--- config.mk ---
export PLATFORM = sky130hd
export DESIGN_NAME = sig_seq_divider
export DESIGN_NICKNAME = d
export VERILOG_FILES = /design/src/rtl/sig_div_pkg.sv /design/src/rtl/sig_div_abs.sv /design/src/rtl/sig_seq_divider.sv
export SDC_FILE = /design/constraint.sdc
export NUM_CORES = 1
export LEC_CHECK = 0
export ABC_AREA = 0
export BUFFER_PORTS_ARGS = -buffer_cell sky130_fd_sc_hd__buf_2
export CAP_MARGIN = 20
export CORE_ASPECT_RATIO = 0.6
export CORE_MARGIN = 8
export CORE_UTILIZATION = 60
export CTS_BUF_LIST = sky130_fd_sc_hd__clkbuf_4
export DETAILED_ROUTE_END_ITERATION = 8
export PLACE_DENSITY_LB_ADDON = 0.3
export SYNTH_ARGS = -nofsm -noshare
export SYNTH_HDL_FRONTEND = slang
export SYNTH_HIERARCHICAL = 1
export SYNTH_SLANG_ARGS = --single-unit
--- constraint.sdc ---
create_clock -name clk -period 3.6 [get_ports clk]
set_input_delay 0.54 -clock clk [delete_from_list [all_inputs] [get_ports clk]]
set_output_delay 0.54 -clock clk [all_outputs]
set_load 0.05 [all_outputs]
--- src/rtl/sig_div_pkg.sv ---
// Shared types and sizing helpers for the sequential signed divider.
package sig_div_pkg;

    localparam int unsigned DW_DEF = 19;
    localparam int unsigned VW_DEF = 9;

    typedef enum logic [1:0] {
        StIdle = 2'd0,
        StRun  = 2'd1,
        StFix  = 2'd2,
        StZero = 2'd3
    } state_e;

    function automatic int unsigned cnt_w(input int unsigned w);
        return $clog2(w);
    endfunction

endpackage

--- src/rtl/sig_div_abs.sv ---
// Conditional two's-complement negate; o_sign reports the input MSB.
module sig_div_abs #(
    parameter int unsigned W = 8
) (
    input  logic [W-1:0] i_val,
    input  logic         i_neg,
    output logic [W-1:0] o_val,
    output logic         o_sign
);

    assign o_sign = i_val[W-1];
    assign o_val  = i_neg ? (~i_val + 1'b1) : i_val;

endmodule

--- src/rtl/sig_seq_divider.sv ---
// Radix-2 restoring signed divider: one quotient bit per enabled clock, then sign fix-up.
module sig_seq_divider
    import sig_div_pkg::*;
#(
    parameter int unsigned DW = DW_DEF,
    parameter int unsigned VW = VW_DEF
) (
    input  logic          clk,
    input  logic          aclr,
    input  logic          clken,
    input  logic          start,
    input  logic [DW-1:0] dividend,
    input  logic [VW-1:0] divisor,
    output logic          busy,
    output logic          done,
    output logic [DW-1:0] quotient,
    output logic [VW-1:0] remainder,
    output logic          div_by_zero,
    output logic          overflow
);

    localparam int unsigned CW = cnt_w(DW);

    state_e        r_state;
    state_e        w_state_nxt;
    logic [CW-1:0] r_cnt;
    logic [VW-1:0] r_prem;
    logic [DW-1:0] r_qmag;
    logic [VW-1:0] r_bmag;
    logic          r_sa;
    logic          r_sb;
    logic          r_ovf_pend;
    logic          r_busy;
    logic          r_done;
    logic [DW-1:0] r_quot;
    logic [VW-1:0] r_rem;
    logic          r_dbz;
    logic          r_ovf;

    logic          w_fix;
    logic [DW-1:0] w_a_in;
    logic          w_a_neg;
    logic [DW-1:0] w_a_val;
    logic          w_a_sign;
    logic [VW-1:0] w_b_in;
    logic          w_b_neg;
    logic [VW-1:0] w_b_val;
    logic          w_b_sign;
    logic          w_b_zero;
    logic          w_ovf_in;
    logic [VW:0]   w_shift;
    logic [VW:0]   w_trial;

    // Both negators are shared: magnitudes at capture, sign fix-up in FIX.
    assign w_fix   = (r_state == StFix);
    assign w_a_in  = w_fix ? r_qmag : dividend;
    assign w_a_neg = w_fix ? (r_sa ^ r_sb) : dividend[DW-1];
    assign w_b_in  = w_fix ? r_prem : divisor;
    assign w_b_neg = w_fix ? r_sa : divisor[VW-1];

    sig_div_abs #(.W(DW)) u_abs_a (
        .i_val  (w_a_in),
        .i_neg  (w_a_neg),
        .o_val  (w_a_val),
        .o_sign (w_a_sign)
    );

    sig_div_abs #(.W(VW)) u_abs_b (
        .i_val  (w_b_in),
        .i_neg  (w_b_neg),
        .o_val  (w_b_val),
        .o_sign (w_b_sign)
    );

    assign w_b_zero = (divisor == '0);
    assign w_ovf_in = (dividend == {1'b1, {(DW-1){1'b0}}}) && (divisor == '1);
    assign w_shift  = {r_prem, r_qmag[DW-1]};
    assign w_trial  = w_shift - {1'b0, r_bmag};

    always_comb begin
        w_state_nxt = r_state;
        unique case (r_state)
            StIdle:  if (start) w_state_nxt = w_b_zero ? StZero : StRun;
            StRun:   if (r_cnt == '0) w_state_nxt = StFix;
            StFix:   w_state_nxt = StIdle;
            StZero:  w_state_nxt = StIdle;
            default: w_state_nxt = StIdle;
        endcase
    end

    always_ff @(posedge clk or posedge aclr) begin
        if (aclr) begin
            r_state    <= StIdle;
            r_cnt      <= '0;
            r_prem     <= '0;
            r_qmag     <= '0;
            r_bmag     <= '0;
            r_sa       <= 1'b0;
            r_sb       <= 1'b0;
            r_ovf_pend <= 1'b0;
            r_busy     <= 1'b0;
            r_done     <= 1'b0;
            r_quot     <= '0;
            r_rem      <= '0;
            r_dbz      <= 1'b0;
            r_ovf      <= 1'b0;
        end else if (clken) begin
            r_state <= w_state_nxt;
            r_done  <= 1'b0;
            case (r_state)
                StIdle: begin
                    if (start) begin
                        r_busy <= 1'b1;
                        if (!w_b_zero) begin
                            r_qmag     <= w_a_val;
                            r_bmag     <= w_b_val;
                            r_sa       <= w_a_sign;
                            r_sb       <= w_b_sign;
                            r_prem     <= '0;
                            r_cnt      <= CW'(DW - 1);
                            r_ovf_pend <= w_ovf_in;
                        end
                    end
                end
                StRun: begin
                    // Restoring step: keep the shifted value when the trial goes negative.
                    r_prem <= w_trial[VW] ? w_shift[VW-1:0] : w_trial[VW-1:0];
                    r_qmag <= {r_qmag[DW-2:0], ~w_trial[VW]};
                    if (r_cnt != '0) r_cnt <= r_cnt - 1'b1;
                end
                StFix: begin
                    r_quot <= w_a_val;
                    r_rem  <= w_b_val;
                    r_ovf  <= r_ovf_pend;
                    r_dbz  <= 1'b0;
                    r_done <= 1'b1;
                    r_busy <= 1'b0;
                end
                StZero: begin
                    r_quot <= '1;
                    r_rem  <= '0;
                    r_dbz  <= 1'b1;
                    r_ovf  <= 1'b0;
                    r_done <= 1'b1;
                    r_busy <= 1'b0;
                end
                default: ;
            endcase
        end
    end

    assign busy        = r_busy;
    assign done        = r_done;
    assign quotient    = r_quot;
    assign remainder   = r_rem;
    assign div_by_zero = r_dbz;
    assign overflow    = r_ovf;

endmodule

After elaboration in Yosys (flattened, before gate mapping)
Index checks and enable logic that the tools add are counted. W data, S select, Z words.

Input bits: 32. Logic and storage cells: 75. Output and inout port bits: 32. Register bits after elaboration: 79.

Reduce and logical (&&, ||, !) cells: 15. Equal/unequal tests: 9. Add/subtract/negate cells: 4. Muxes and demuxes: 28. Bitwise gates (word level): 5.

Operator list (number): $mux W19 (4); $pmux W19 S2 (2); $mux W9 (5); $pmux W9 S2 (2); $add A19 B1 Y19 const B (1); $eq A19 B19 Y1 const B (1); $not A19 Y19 (1); $mux W5 (3); $pmux W5 S2 (1); $sub A10 B9 Y10 (1); $add A9 B1 Y9 const B (1); $eq A9 B9 Y1 const B (1); $logic_not A9 Y1 (1); $not A9 Y9 (1); $ne A2 B2 Y1 const B (4); $reduce_and A4 Y1 (2); $mux W2 (3); $pmux W1 S2 (3); $pmux W2 S3 (1); $reduce_and A3 Y1 (2); $reduce_bool A2 Y1 (3); $logic_not A5 Y1 (1); $reduce_and A5 Y1 (1); $reduce_bool A5 Y1 (1); other kinds (10) (15).

Longest topological paths before layout
Word-level depth: 8. Depth in mapped cells: 14. Mapped depth without buffers: 12.

Cells and area by module
The synthesis kept the hierarchy.

By module, submodules not included: sig_seq_divider (sequential area each 1976.9 µm², times used 1, area an instance 4237.8 µm², cells an instance 452); sig_div_abs at u_abs_a (sequential area each 0.0 µm², times used 1, area an instance 409.1 µm², cells an instance 58); sig_div_abs at u_abs_b (sequential area each 0.0 µm², times used 1, area an instance 188.9 µm², cells an instance 27).

Worst setup path before layout
OpenSTA, ideal clock, no wires.

Path type: register to register. From: register r_state[1]. To: register r_qmag[18]. Buffers on the path: 3. Clock period less this slack: 2693 ps. Arrival time: 2617 ps. Data required time: 3523 ps. Slack: 907 ps. Cell stages (with the launch flop): 13. Cells stage by stage: dfrtp_1 buf_2 nor2b_1 buf_2 buf_1 nand2_1 nand2_1 or3_4 or4_4 o41ai_2 xnor2_1 mux2i_1 o21ai_1.

Word-level cells in the longest chain between the ends: 8. Elaborated cells between the ends (all ways): 15. Classes of those cells: add/sub (1); eq/ne (4); mux (6); bitwise (1); reduce/logical (3).

RTL lines: start, declared (line sig_seq_divider.sv:24) `state_e r_state;`; start signal, assigned (line sig_seq_divider.sv:93) `r_state <= StIdle;`; start signal, assigned (line sig_seq_divider.sv:108) `r_state <= w_state_nxt;`; $eq A2 B2 Y1 (line sig_seq_divider.sv:55) `assign w_fix = (r_state == StFix);`; $mux W19 (line sig_seq_divider.sv:56) `assign w_a_in = w_fix ? r_qmag : dividend;`; net w_a_in[12] (line sig_seq_divider.sv:41) `logic [DW-1:0] w_a_in;`; $not A19 Y19 (line sig_div_abs.sv:12) `assign o_val = i_neg ? (~i_val + 1'b1) : i_val;`; $add A19 B1 Y19 (line sig_div_abs.sv:12); $mux W19 (line sig_div_abs.sv:12); net w_a_val[18] (line sig_seq_divider.sv:43) `logic [DW-1:0] w_a_val;`; $mux W19 (line sig_seq_divider.sv:114) `if (!w_b_zero) begin`; $mux W19 (line sig_seq_divider.sv:112) `if (start) begin`; $pmux W19 S2 (line sig_seq_divider.sv:110) `case (r_state)`; end signal, assigned (line sig_seq_divider.sv:115) `r_qmag <= w_a_val;`; end signal, assigned (line sig_seq_divider.sv:128) `r_qmag <= {r_qmag[DW-2:0], ~w_trial[VW]};`; end, declared (line sig_seq_divider.sv:28) `logic [DW-1:0] r_qmag;`.

The timed path passes the listed nets, and every way through them passes these cells. The select of a mux whose other input is x is not followed. A chain may end at the register's enable or synchronous reset.

Worst setup path after layout
From: register r_state[0]. To: register r_qmag[10].

Same word-level chain as after synthesis.

==> impl_metrics.env <==
export IMPL_slowest_stage="dfrtp_1"
export IMPL_crit_chain="inv_1 > nand2_1 > nand2_1 > nand2_1 > inv_1 > ha_1 > nor3b_1 > nand2_1 > o31ai_1 > xnor2_1 > mux2i_1 > o21ai_1"
export IMPL_crit_type="reg -> reg"
export IMPL_ys_types=64
export IMPL_finalSetupViolCount=0
export IMPL_fin_crit_ps=3230
export IMPL_die_w_um=132
export IMPL_grt_setup_unrepaired="no"
export IMPL_slew_violations=0
export IMPL_tns_ps=0
export IMPL_ir_worst_vdd_mv=0.391
export IMPL_clkSinkCount=79
export IMPL_grt_overflow_total=0
export IMPL_die_area_um2=11300
export IMPL_synthArstFlopShare_pct=100
export IMPL_drc=0
export IMPL_ctsHoldBuffers=0
export IMPL_cp_required_ps=3980
export IMPL_cts_path_max_buffers=2
export IMPL_grt_max_degree=36
export IMPL_drv_cap=0
export IMPL_num_rows=25
export IMPL_synth_top_area_share_pct=40.9
export IMPL_ios=64
export IMPL_r2r_cells=12
export IMPL_layout_common_cells="nand2_1, dfrtp_1, buf_2"
export IMPL_clock_latency_ps=440
export IMPL_worst_setup_path_end_kind="flop"
export IMPL_drt_pre_antenna_iters=6
export IMPL_ys_seq_elements=79
export IMPL_drive_gt1_share_pct=18.9
export IMPL_path_common_cell="nand2_1"
export IMPL_status="complete, no violations"
export IMPL_fin_nets=635
export IMPL_max_freq_ghz=0.310
export IMPL_synth_avg_cell_area_um2=9.01
export IMPL_gp_congestion=0.910
export IMPL_dp_cells=685
export IMPL_worstPathMaxFanout=17
export IMPL_cts_tree="done"
export IMPL_power_leakage_nw=2.44
export IMPL_routed_wl_um=12500
export IMPL_slowest_delay_ps=540
export IMPL_start_kind="flop"
export IMPL_vias=4166
export IMPL_worstPathArrival_ps=3610
export IMPL_cts_repair_resized=0
export IMPL_seq_area_frac_synth_pct=40.9
export IMPL_stdcell_count=702
export IMPL_drtIter0Drc=373
export IMPL_initial_core_util_pct=61.6
export IMPL_antenna_cells_inserted=0
export IMPL_dp_hpwl_um=9450
export IMPL_r2r_slack_ps=370
export IMPL_r2r_start="r_state[0]"
export IMPL_portBuffers=63
export IMPL_worstSetupStartpoint="r_state[0]"
export IMPL_crit_path_end="r_qmag[10]"
export IMPL_final_common_cell="nand2_1"
export IMPL_die_h_um=85.5
export IMPL_fin_skew_ps=20.4
export IMPL_core_area_um2=7850
export IMPL_synth_cells=537
export IMPL_tightest_slew_ps=974
export IMPL_viasPerCell=5.93
export IMPL_h_tree_depth=3
export IMPL_grt_pass1_vias=3931
export IMPL_grt_total_usage_pct=22.3
export IMPL_root_buffer="clkbuf_4"
export IMPL_yosys_warnings=6
export IMPL_synth_nets=583
export IMPL_post_drt_wl_per_cell_um=17.9
export IMPL_post_cts_buffers=0
export IMPL_ys_flop_type="dfrtp_1"
export IMPL_timing_final_crit_share_pct=89.7
export IMPL_area_delta_synth_final_pct=10.1
export IMPL_antenna_found_initial=0
export IMPL_hold_viol_final=0
export IMPL_grt_first_pass_wirelength_um=20400
export IMPL_yosys_area_top_type="dfrtp_1"
export IMPL_hp_class="in -> async"
export IMPL_synth_edf_count=0
export IMPL_slew_headroom_pct=35.1
export IMPL_powerDensity_nw_per_um2=928
export IMPL_clkTransAtPathRegs_ps=140
export IMPL_synth_area_um2=4840
export IMPL_final_antenna_net_count=0
export IMPL_cts_buffers=9
export IMPL_timing_rr_end="r_qmag[10]"
export IMPL_synth_area_leaders="dfrtp_1, nand2_1, mux2i_1"
## cell usage after synthesis (all sizes together), types with 4 or more instances
cell and number:
o21ai 54, o41ai 4, nor4b 4, a31oi 4
buf 19, mux2i 25, clkbuf 11, xnor2 25
a21oi 13, o31ai 7, nor2 13, ha 13
nor4 10, nand3 4, or3 6, xor2 7
nand2b 4, a22o 10, dfrtp 79, inv 22
nand2 140, o22a 19, mux2 8
## area by class of cell
| type | count | area, um^2 |
|---|---|---|
| Clock buffer | 10 | 75.1 |
| Clock inverter | 6 | 67.6 |
| Fill cell | 650 | 2530 |
| Inverter | 22 | 82.6 |
| Multi-Input combinational cell | 406 | 2610 |
| Sequential cell | 79 | 1980 |
| Tap cell | 108 | 135 |
| Timing Repair Buffer | 71 | 375 |
## power by group
| group | total, mW | switching [mW] | internal, mW | leakage [nW] |
|---|---|---|---|---|
| sequential | 1.57 | 0.291 | 1.28 | 0.969 |
| clock | 0.556 | 0.333 | 0.223 | 0.0734 |
| combinational | 2.81 | 1.77 | 1.04 | 1.39 |
| total | 4.94 | 2.39 | 2.55 | 2.44 |
## logic make-up after synthesis
kind of cell / count (synthesis) / synth area share [%]
XOR/XNOR: 32 / 5.80
flip-flops: 79 / 40.9
AND/OR/NAND/NOR: 203 / 19.2
AO/OA/AOI/OAI: 124 / 18.0
adder cells (fa/ha/maj): 14 / 3.78
buffers and inverters: 52 / 5.17
multiplexers: 33 / 7.19
## how the worst min path moves through the flow
stage | cells past startpoint | endpoint | slack (ps)
after CTS | 2 | r_prem[4] | 90
after detailed placement | 1 | overflow | 490
after global placement | 1 | r_ovf_pend | 470
after floorplan | 2 | r_qmag[18] | 460
final | 2 | r_bmag[1] | 100
after global routing | 2 | r_prem[5] | 110
## critical path, delay by kind of cell (launching register included)
kind	cells	cell delay (ps)
mux	1	130
fa+ha+maj	1	210
compound gates	2	450
xor+xnor	1	230
buf+inv	2	280
flops	1	540
simple gates	5	1330
## per-layer routing
metal  routed length, um  up-vias  global-route usage [%]
met4                 146        0                    5.70
met2                5170      177                    31.0
met5                   0        -                       0
met3                1140       24                    6.53
met1                6070     1989                    32.8
li1                    -     1976                       -
## registers in the layout, summed over array words and instances (netlist names)
register,flops
r_qmag,19
r_bmag,9
r_prem,9
r_ovf_pend,1
quotient,19
r_cnt,5
done,1
r_sb,1
busy,1
overflow,1
div_by_zero,1
r_state,2
r_sa,1
remainder,9
## per-stage QoR
step	hold WS [ps]	util [%]	power (mW)	setup slack (ps)	area, um^2
after floorplan	456	-	3.82	907	4840
after global placement	470	65.9	4.28	526	5170
after detailed placement	491	65.9	4.38	344	5170
after CTS	92.6	67.7	4.94	329	5320
after global routing	114	67.8	5.27	116	5320
final	101	67.8	4.94	371	5320
Note: power is estimated with default switching activity, not from simulation.
